<file path="src/rtl/tex_dcr_unit.sv">
// DCR front end for the texture unit: decodes host DCR writes into per-stage
// texture state and serves a packed state record through a one-deep lookup port.
module tex_dcr_unit #(
    parameter int          NUM_STAGES  = 2,
    parameter int          LOD_MAX     = 11,
    parameter int          LOD_BITS    = 4,
    parameter int          DIM_BITS    = 11,
    parameter logic [11:0] DCR_BASE    = 12'h100,
    parameter int          TAG_WIDTH   = 8,
    localparam int         STAGE_BITS  = (NUM_STAGES > 1) ? $clog2(NUM_STAGES) : 1,
    localparam int         MIPOFF_BITS = 2*DIM_BITS + 1,
    localparam int         DCRS_BITS   = (LOD_MAX+1)*MIPOFF_BITS + 2*LOD_BITS + 4 + 32 + 3 + 1
) (
    input  logic                  i_clk,
    input  logic                  i_reset,
    input  logic                  i_dcr_wr_valid,
    input  logic [11:0]           i_dcr_wr_addr,
    input  logic [31:0]           i_dcr_wr_data,
    input  logic                  i_req_valid,
    input  logic [STAGE_BITS-1:0] i_req_stage,
    input  logic [TAG_WIDTH-1:0]  i_req_tag,
    output logic                  o_req_ready,
    output logic                  o_rsp_valid,
    output logic [DCRS_BITS-1:0]  o_rsp_dcrs,
    output logic [TAG_WIDTH-1:0]  o_rsp_tag,
    input  logic                  i_rsp_ready,
    output logic [7:0]            o_bad_wr_count
);

    localparam logic [11:0] LAST_OFF = 12'(6 + LOD_MAX);

    function automatic logic [7:0] sat_inc8(input logic [7:0] v);
        return (v == 8'hFF) ? v : v + 8'd1;
    endfunction

    logic [31:0]            r_baddr  [NUM_STAGES];
    logic [2:0]             r_format [NUM_STAGES];
    logic                   r_filter [NUM_STAGES];
    logic [1:0]             r_wrap_u [NUM_STAGES];
    logic [1:0]             r_wrap_v [NUM_STAGES];
    logic [LOD_BITS-1:0]    r_log_u  [NUM_STAGES];
    logic [LOD_BITS-1:0]    r_log_v  [NUM_STAGES];
    logic [MIPOFF_BITS-1:0] r_mipoff [NUM_STAGES][LOD_MAX+1];

    // r_stage_bad remembers a full-width out-of-range select, which the
    // truncated r_stage_sel alone could not represent.
    logic [STAGE_BITS-1:0]  r_stage_sel;
    logic                   r_stage_bad;
    logic [7:0]             r_bad_cnt;

    logic                   r_rsp_vld_p1;
    logic [DCRS_BITS-1:0]   r_rsp_dcrs_p1;
    logic [TAG_WIDTH-1:0]   r_rsp_tag_p1;

    logic [11:0]            w_off;
    logic                   w_in_win;
    logic                   w_sel_wr;
    logic                   w_field_wr;
    logic                   w_drop;
    logic                   w_req_ok;
    logic                   w_accept;
    logic [(LOD_MAX+1)*MIPOFF_BITS-1:0] w_mip_pack;
    logic [DCRS_BITS-1:0]   w_rd_dcrs;

    assign w_off      = i_dcr_wr_addr - DCR_BASE;
    assign w_in_win   = i_dcr_wr_valid && (i_dcr_wr_addr >= DCR_BASE) && (w_off <= LAST_OFF);
    assign w_sel_wr   = w_in_win && (w_off == 12'd0);
    assign w_field_wr = w_in_win && (w_off != 12'd0);
    assign w_drop     = w_field_wr && r_stage_bad;

    always_ff @(posedge i_clk or posedge i_reset) begin
        if (i_reset) begin
            r_stage_sel <= '0;
            r_stage_bad <= 1'b0;
            r_bad_cnt   <= 8'd0;
        end else begin
            if (w_sel_wr) begin
                r_stage_sel <= i_dcr_wr_data[STAGE_BITS-1:0];
                r_stage_bad <= (i_dcr_wr_data >= 32'(NUM_STAGES));
            end
            if (w_drop)
                r_bad_cnt <= sat_inc8(r_bad_cnt);
        end
    end

    always_ff @(posedge i_clk or posedge i_reset) begin
        if (i_reset) begin
            for (int s = 0; s < NUM_STAGES; s++) begin
                r_baddr[s]  <= '0;
                r_format[s] <= '0;
                r_filter[s] <= 1'b0;
                r_wrap_u[s] <= '0;
                r_wrap_v[s] <= '0;
                r_log_u[s]  <= '0;
                r_log_v[s]  <= '0;
                for (int l = 0; l <= LOD_MAX; l++)
                    r_mipoff[s][l] <= '0;
            end
        end else if (w_field_wr && !r_stage_bad) begin
            case (w_off)
                12'd1: r_baddr[r_stage_sel]  <= i_dcr_wr_data;
                12'd2: begin
                    r_log_u[r_stage_sel] <= i_dcr_wr_data[LOD_BITS-1:0];
                    r_log_v[r_stage_sel] <= i_dcr_wr_data[16+LOD_BITS-1:16];
                end
                12'd3: r_format[r_stage_sel] <= i_dcr_wr_data[2:0];
                12'd4: r_filter[r_stage_sel] <= i_dcr_wr_data[0];
                12'd5: begin
                    r_wrap_u[r_stage_sel] <= i_dcr_wr_data[1:0];
                    r_wrap_v[r_stage_sel] <= i_dcr_wr_data[17:16];
                end
                default: begin
                    for (int l = 0; l <= LOD_MAX; l++)
                        if (w_off == 12'(6 + l))
                            r_mipoff[r_stage_sel][l] <= i_dcr_wr_data[MIPOFF_BITS-1:0];
                end
            endcase
        end
    end

    // Read mux sees pre-edge state, so a same-cycle write is not observed.
    assign w_req_ok = (32'(i_req_stage) < 32'(NUM_STAGES));

    always_comb begin
        w_mip_pack = '0;
        w_rd_dcrs  = '0;
        if (w_req_ok) begin
            for (int l = 0; l <= LOD_MAX; l++)
                w_mip_pack[l*MIPOFF_BITS +: MIPOFF_BITS] = r_mipoff[i_req_stage][l];
            w_rd_dcrs = {w_mip_pack,
                         r_log_v[i_req_stage], r_log_u[i_req_stage],
                         r_wrap_v[i_req_stage], r_wrap_u[i_req_stage],
                         r_baddr[i_req_stage], r_format[i_req_stage],
                         r_filter[i_req_stage]};
        end
    end

    assign o_req_ready = !r_rsp_vld_p1 || i_rsp_ready;
    assign w_accept    = i_req_valid && o_req_ready;

    // Stage p1: single response register
    always_ff @(posedge i_clk or posedge i_reset) begin
        if (i_reset) begin
            r_rsp_vld_p1  <= 1'b0;
            r_rsp_dcrs_p1 <= '0;
            r_rsp_tag_p1  <= '0;
        end else if (w_accept) begin
            r_rsp_vld_p1  <= 1'b1;
            r_rsp_dcrs_p1 <= w_rd_dcrs;
            r_rsp_tag_p1  <= i_req_tag;
        end else if (i_rsp_ready) begin
            r_rsp_vld_p1  <= 1'b0;
        end
    end

    assign o_rsp_valid    = r_rsp_vld_p1;
    assign o_rsp_dcrs     = r_rsp_dcrs_p1;
    assign o_rsp_tag      = r_rsp_tag_p1;
    assign o_bad_wr_count = r_bad_cnt;

endmodule

</file>
<file path="config.mk">
export PLATFORM = sky130hd
export DESIGN_NAME = tex_dcr_unit
export DESIGN_NICKNAME = d
export VERILOG_FILES = /design/src/rtl/tex_dcr_unit.sv
export SDC_FILE = /design/constraint.sdc
export NUM_CORES = 2
export LEC_CHECK = 0
export ABC_AREA = 1
export BUFFER_PORTS_ARGS = -buffer_cell sky130_fd_sc_hd__clkbuf_2
export CAP_MARGIN = 20
export CORE_AREA = 2 2 364 222
export DETAILED_ROUTE_END_ITERATION = 8
export DIE_AREA = 0 0 366 224
export PLACE_DENSITY = 0.77
export SYNTH_ARGS = -nofsm -noshare
export SYNTH_HDL_FRONTEND = slang
export SYNTH_SLANG_ARGS = --single-unit
</file>
<file path="constraint.sdc">
create_clock -name i_clk -period 48.2 [get_ports i_clk]
set_input_delay 4.82 -clock i_clk [delete_from_list [all_inputs] [get_ports i_clk]]
set_output_delay 4.82 -clock i_clk [all_outputs]
set_load 0.05 [all_outputs]
</file>
==> metrics.txt <==
crit start category input port; CTS Hold Bufs 0; Mapped Nets 5,283; largest family of logic cells by synthesized area simple AND/OR/NAND/NOR gates; Post-Syn Area 44,600 sq um; DR iter-0 viols 4,718; hold_sp r_mipoff[414]; simple-gate share of the synthesized area 26.9%; Reg clk slew, reported paths 0.06 ns; total track usage 30.9%; WP data arrival 5.36 ns; IO Port Bufs 399; leading cell types in the layout, fill and taps excluded 1,876 x nand2_1, 990 x dfrtp_1, 682 x o21ai_0, 518 x nand4_1, 398 x clkbuf_2; fmax 98.3 MHz; adder-cell share of the synthesized area 0.0281%; HPWL after detailed placement 74.1 mm; Placeable Area 78,700 sq um; Synthesis Warnings 0; Post-Synthesis Cells 5,224; TritonCTS buffer count 89; Die ar. 82,000 sq um; first-pass GRT wire length 200 mm; number of global-route vias before repair 33,700; Max IR drop VDD 27.3 uV; row cnt 80; met2 Usage GRT 44.2%; CP Class input port to output pin; Antenna Nets Post-Route 0; final setup fails 0; Leak 25.2 nW; DR pass1 iterations 5; Final Hold Viols 0; share of layout cells above drive strength 1 12.9%; Routed WL 128 mm; element type at the critical path end output pin; R2R Setup Slk 44.19 ns; post-route cell area 49,100 sq um; die span in y 224 um; routed length per instance 19.7 um; Syn-to-layout area delta 10.2%; initial antenna violation count 5; status completed; Period Utilization, post-route 21.1%; Seq/Total Area, Yosys 55.7%; crit-path max FO 3; mean post-synth cell area 8.53 sq um; #FFs+latches synth 991; CTS Buffer Depth 3; FF-to-FF path depth 6; Global Route met3 Usage 7.82%; largest net degree at the start of global routing 224; met1 usage 46.3%; GR peak layer met1; Vias per Instance 5.72; multiplexer area fraction after synthesis 0%; pwr dens 38.3 nW/um^2; Crit path required time 43.38 ns; slew margin rel. 18.4%; # clock sinks 991; XOR/XNOR Fraction of Synth Area 0.118%; # IOs 400; Pins Over Slew Limit 0; leading cell type in the layout, fill and taps excluded nand2_1; Initial Util 56.6%; die width 366 um; worst reg2reg path startpoint r_stage_sel; Netlist cell types 34; CTS tree done; Clock Skew 0.0201 ns; worst hold path cell count 2; via count 36,900; DR DRC count 0; Post-DP Area 46,000 sq um; post-CTS setup buffers 0; Worst R2R End r_mipoff[90]; Max Cap Violations 0; grt total ovfl 0; post-CTS sizing 0; final net count 5,385; post-layout min period 10.18 ns; Clk Latency, worst-skew pair 0.66 ns; H-tree levels 3; Hold Crit Endpoint r_mipoff[414]; RSZ-0062 raised after global routing no; Clock Root Buffer clkbuf_16; Compound-Gate Fraction of Synth Area 8.46%; setup TNS 0 ns; global placement routability congestion 0.892; Worst Max-Slew Pin Slew 1.22 ns; Hold Crit Class flop to flop; FILL cells 6,756
-- layer usage --
| layer | wire length [um] | part of all wire [%] |
|---|---|---|
| met1 | 56400 | 44 |
| met2 | 55300 | 43 |
| met3 | 12200 | 9.5 |
| met4 | 3690 | 2.9 |
| met5 | 38 | 0.030 |
-- cell families after synthesis --
family                   Yosys count
AND/OR/NAND/NOR                 2634
flip-flops                       991
buffers and inverters            840
AO/OA/AOI/OAI                    752
XOR/XNOR                           6
adder cells (fa/ha/maj)            1
-- where the power goes --
group / switching (W) / internal (W) / leakage, nW
clock network: 0.000319 / 0.000425 / 1.50
registers: 0.0000213 / 0.000863 / 13.5
logic: 0.000209 / 0.0000429 / 10.2
total: 0.000550 / 0.00133 / 25.2
-- metrics by stage --
stage | hold WS, ns | total power (W) | utilization (%) | cells | setup slack [ns]
final | 0.465 | 0.00188 | 62.4 | 6464 | 38.02
after detailed placement | 0.453 | 0.00115 | 58.4 | 6298 | 38.01
after global placement | 0.447 | 0.00115 | 58.4 | 6298 | 38.01
after global routing | 0.483 | 0.00194 | 62.4 | 6462 | 37.96
after CTS | 0.468 | 0.00189 | 62.3 | 6459 | 38.01
after floorplan | 0.437 | 0.00107 | - | 5224 | 15.50
-- registers in the layout, summed over array words and instances (netlist names) --
register and cells:
r_stage_bad 1, r_log_v 8, r_format 6, r_filter 2, o_rsp_tag 8, r_baddr 64
o_bad_wr_count 8, r_stage_sel 1, r_wrap_v 4, r_wrap_u 4, r_mipoff 552, o_rsp_valid 1
o_rsp_dcrs 324, r_log_u 8
-- worst max-delay path, stage by stage --
cell	delay, ns
clkbuf_2	0.08
inv_1	0.03
nand2_1	0.12
clkbuf_2	0.30
-- cell type report --
type	instances	area (sq um)	area share, %
clock inverters	23	255	0.520
well taps	1066	1330	2.72
multi-input cells	3393	15900	32.3
clock buffers	138	2790	5.68
diodes	2	5.00	0.0102
flip-flops and latches	991	24800	50.5
inverters	391	1480	3.02
repair buffers	460	2570	5.24
-- Yosys cell counts --
master	count	share of area [%]
a31oi_1	1	0.014
and3_1	1	0.014
buf_1	14	0.12
buf_12	3	0.13
buf_2	85	0.95
buf_4	28	0.47
buf_6	67	1.7
buf_8	1	0.034
clkbuf_1	251	2.1
clkinv_1	1	0.0084
dfrtp_1	991	56
ha_1	1	0.028
inv_1	385	3.2
inv_2	5	0.042
nand2_1	1877	16
nand2_2	36	0.51
nand3_1	74	0.83
nand3_2	1	0.022
nand3_4	4	0.16
nand3b_1	1	0.017
nand4_1	518	7.3
nand4_2	2	0.056
nand4_4	21	1.0
nor2_1	29	0.24
nor2_2	4	0.056
nor2_4	13	0.33
nor3_1	50	0.56
nor4_1	2	0.028
o211ai_1	1	0.017
o21ai_0	682	7.7
o21ai_1	68	0.76
or2_2	1	0.014
xnor2_1	3	0.059
xor2_1	3	0.059
-- worst max-delay path by stage --
stage                     start                 to  slack (ns)  cells past startpoint
global placement    i_rsp_ready        o_req_ready       38.01                      4
global route        i_rsp_ready        o_req_ready       37.96                      4
floorplan               i_reset  o_bad_wr_count[0]       15.50                      1
CTS                 i_rsp_ready        o_req_ready       38.01                      4
finish              i_rsp_ready        o_req_ready       38.02                      4
detailed placement  i_rsp_ready        o_req_ready       38.01                      4
No activity file was read; power rests on OpenSTA's default activity.
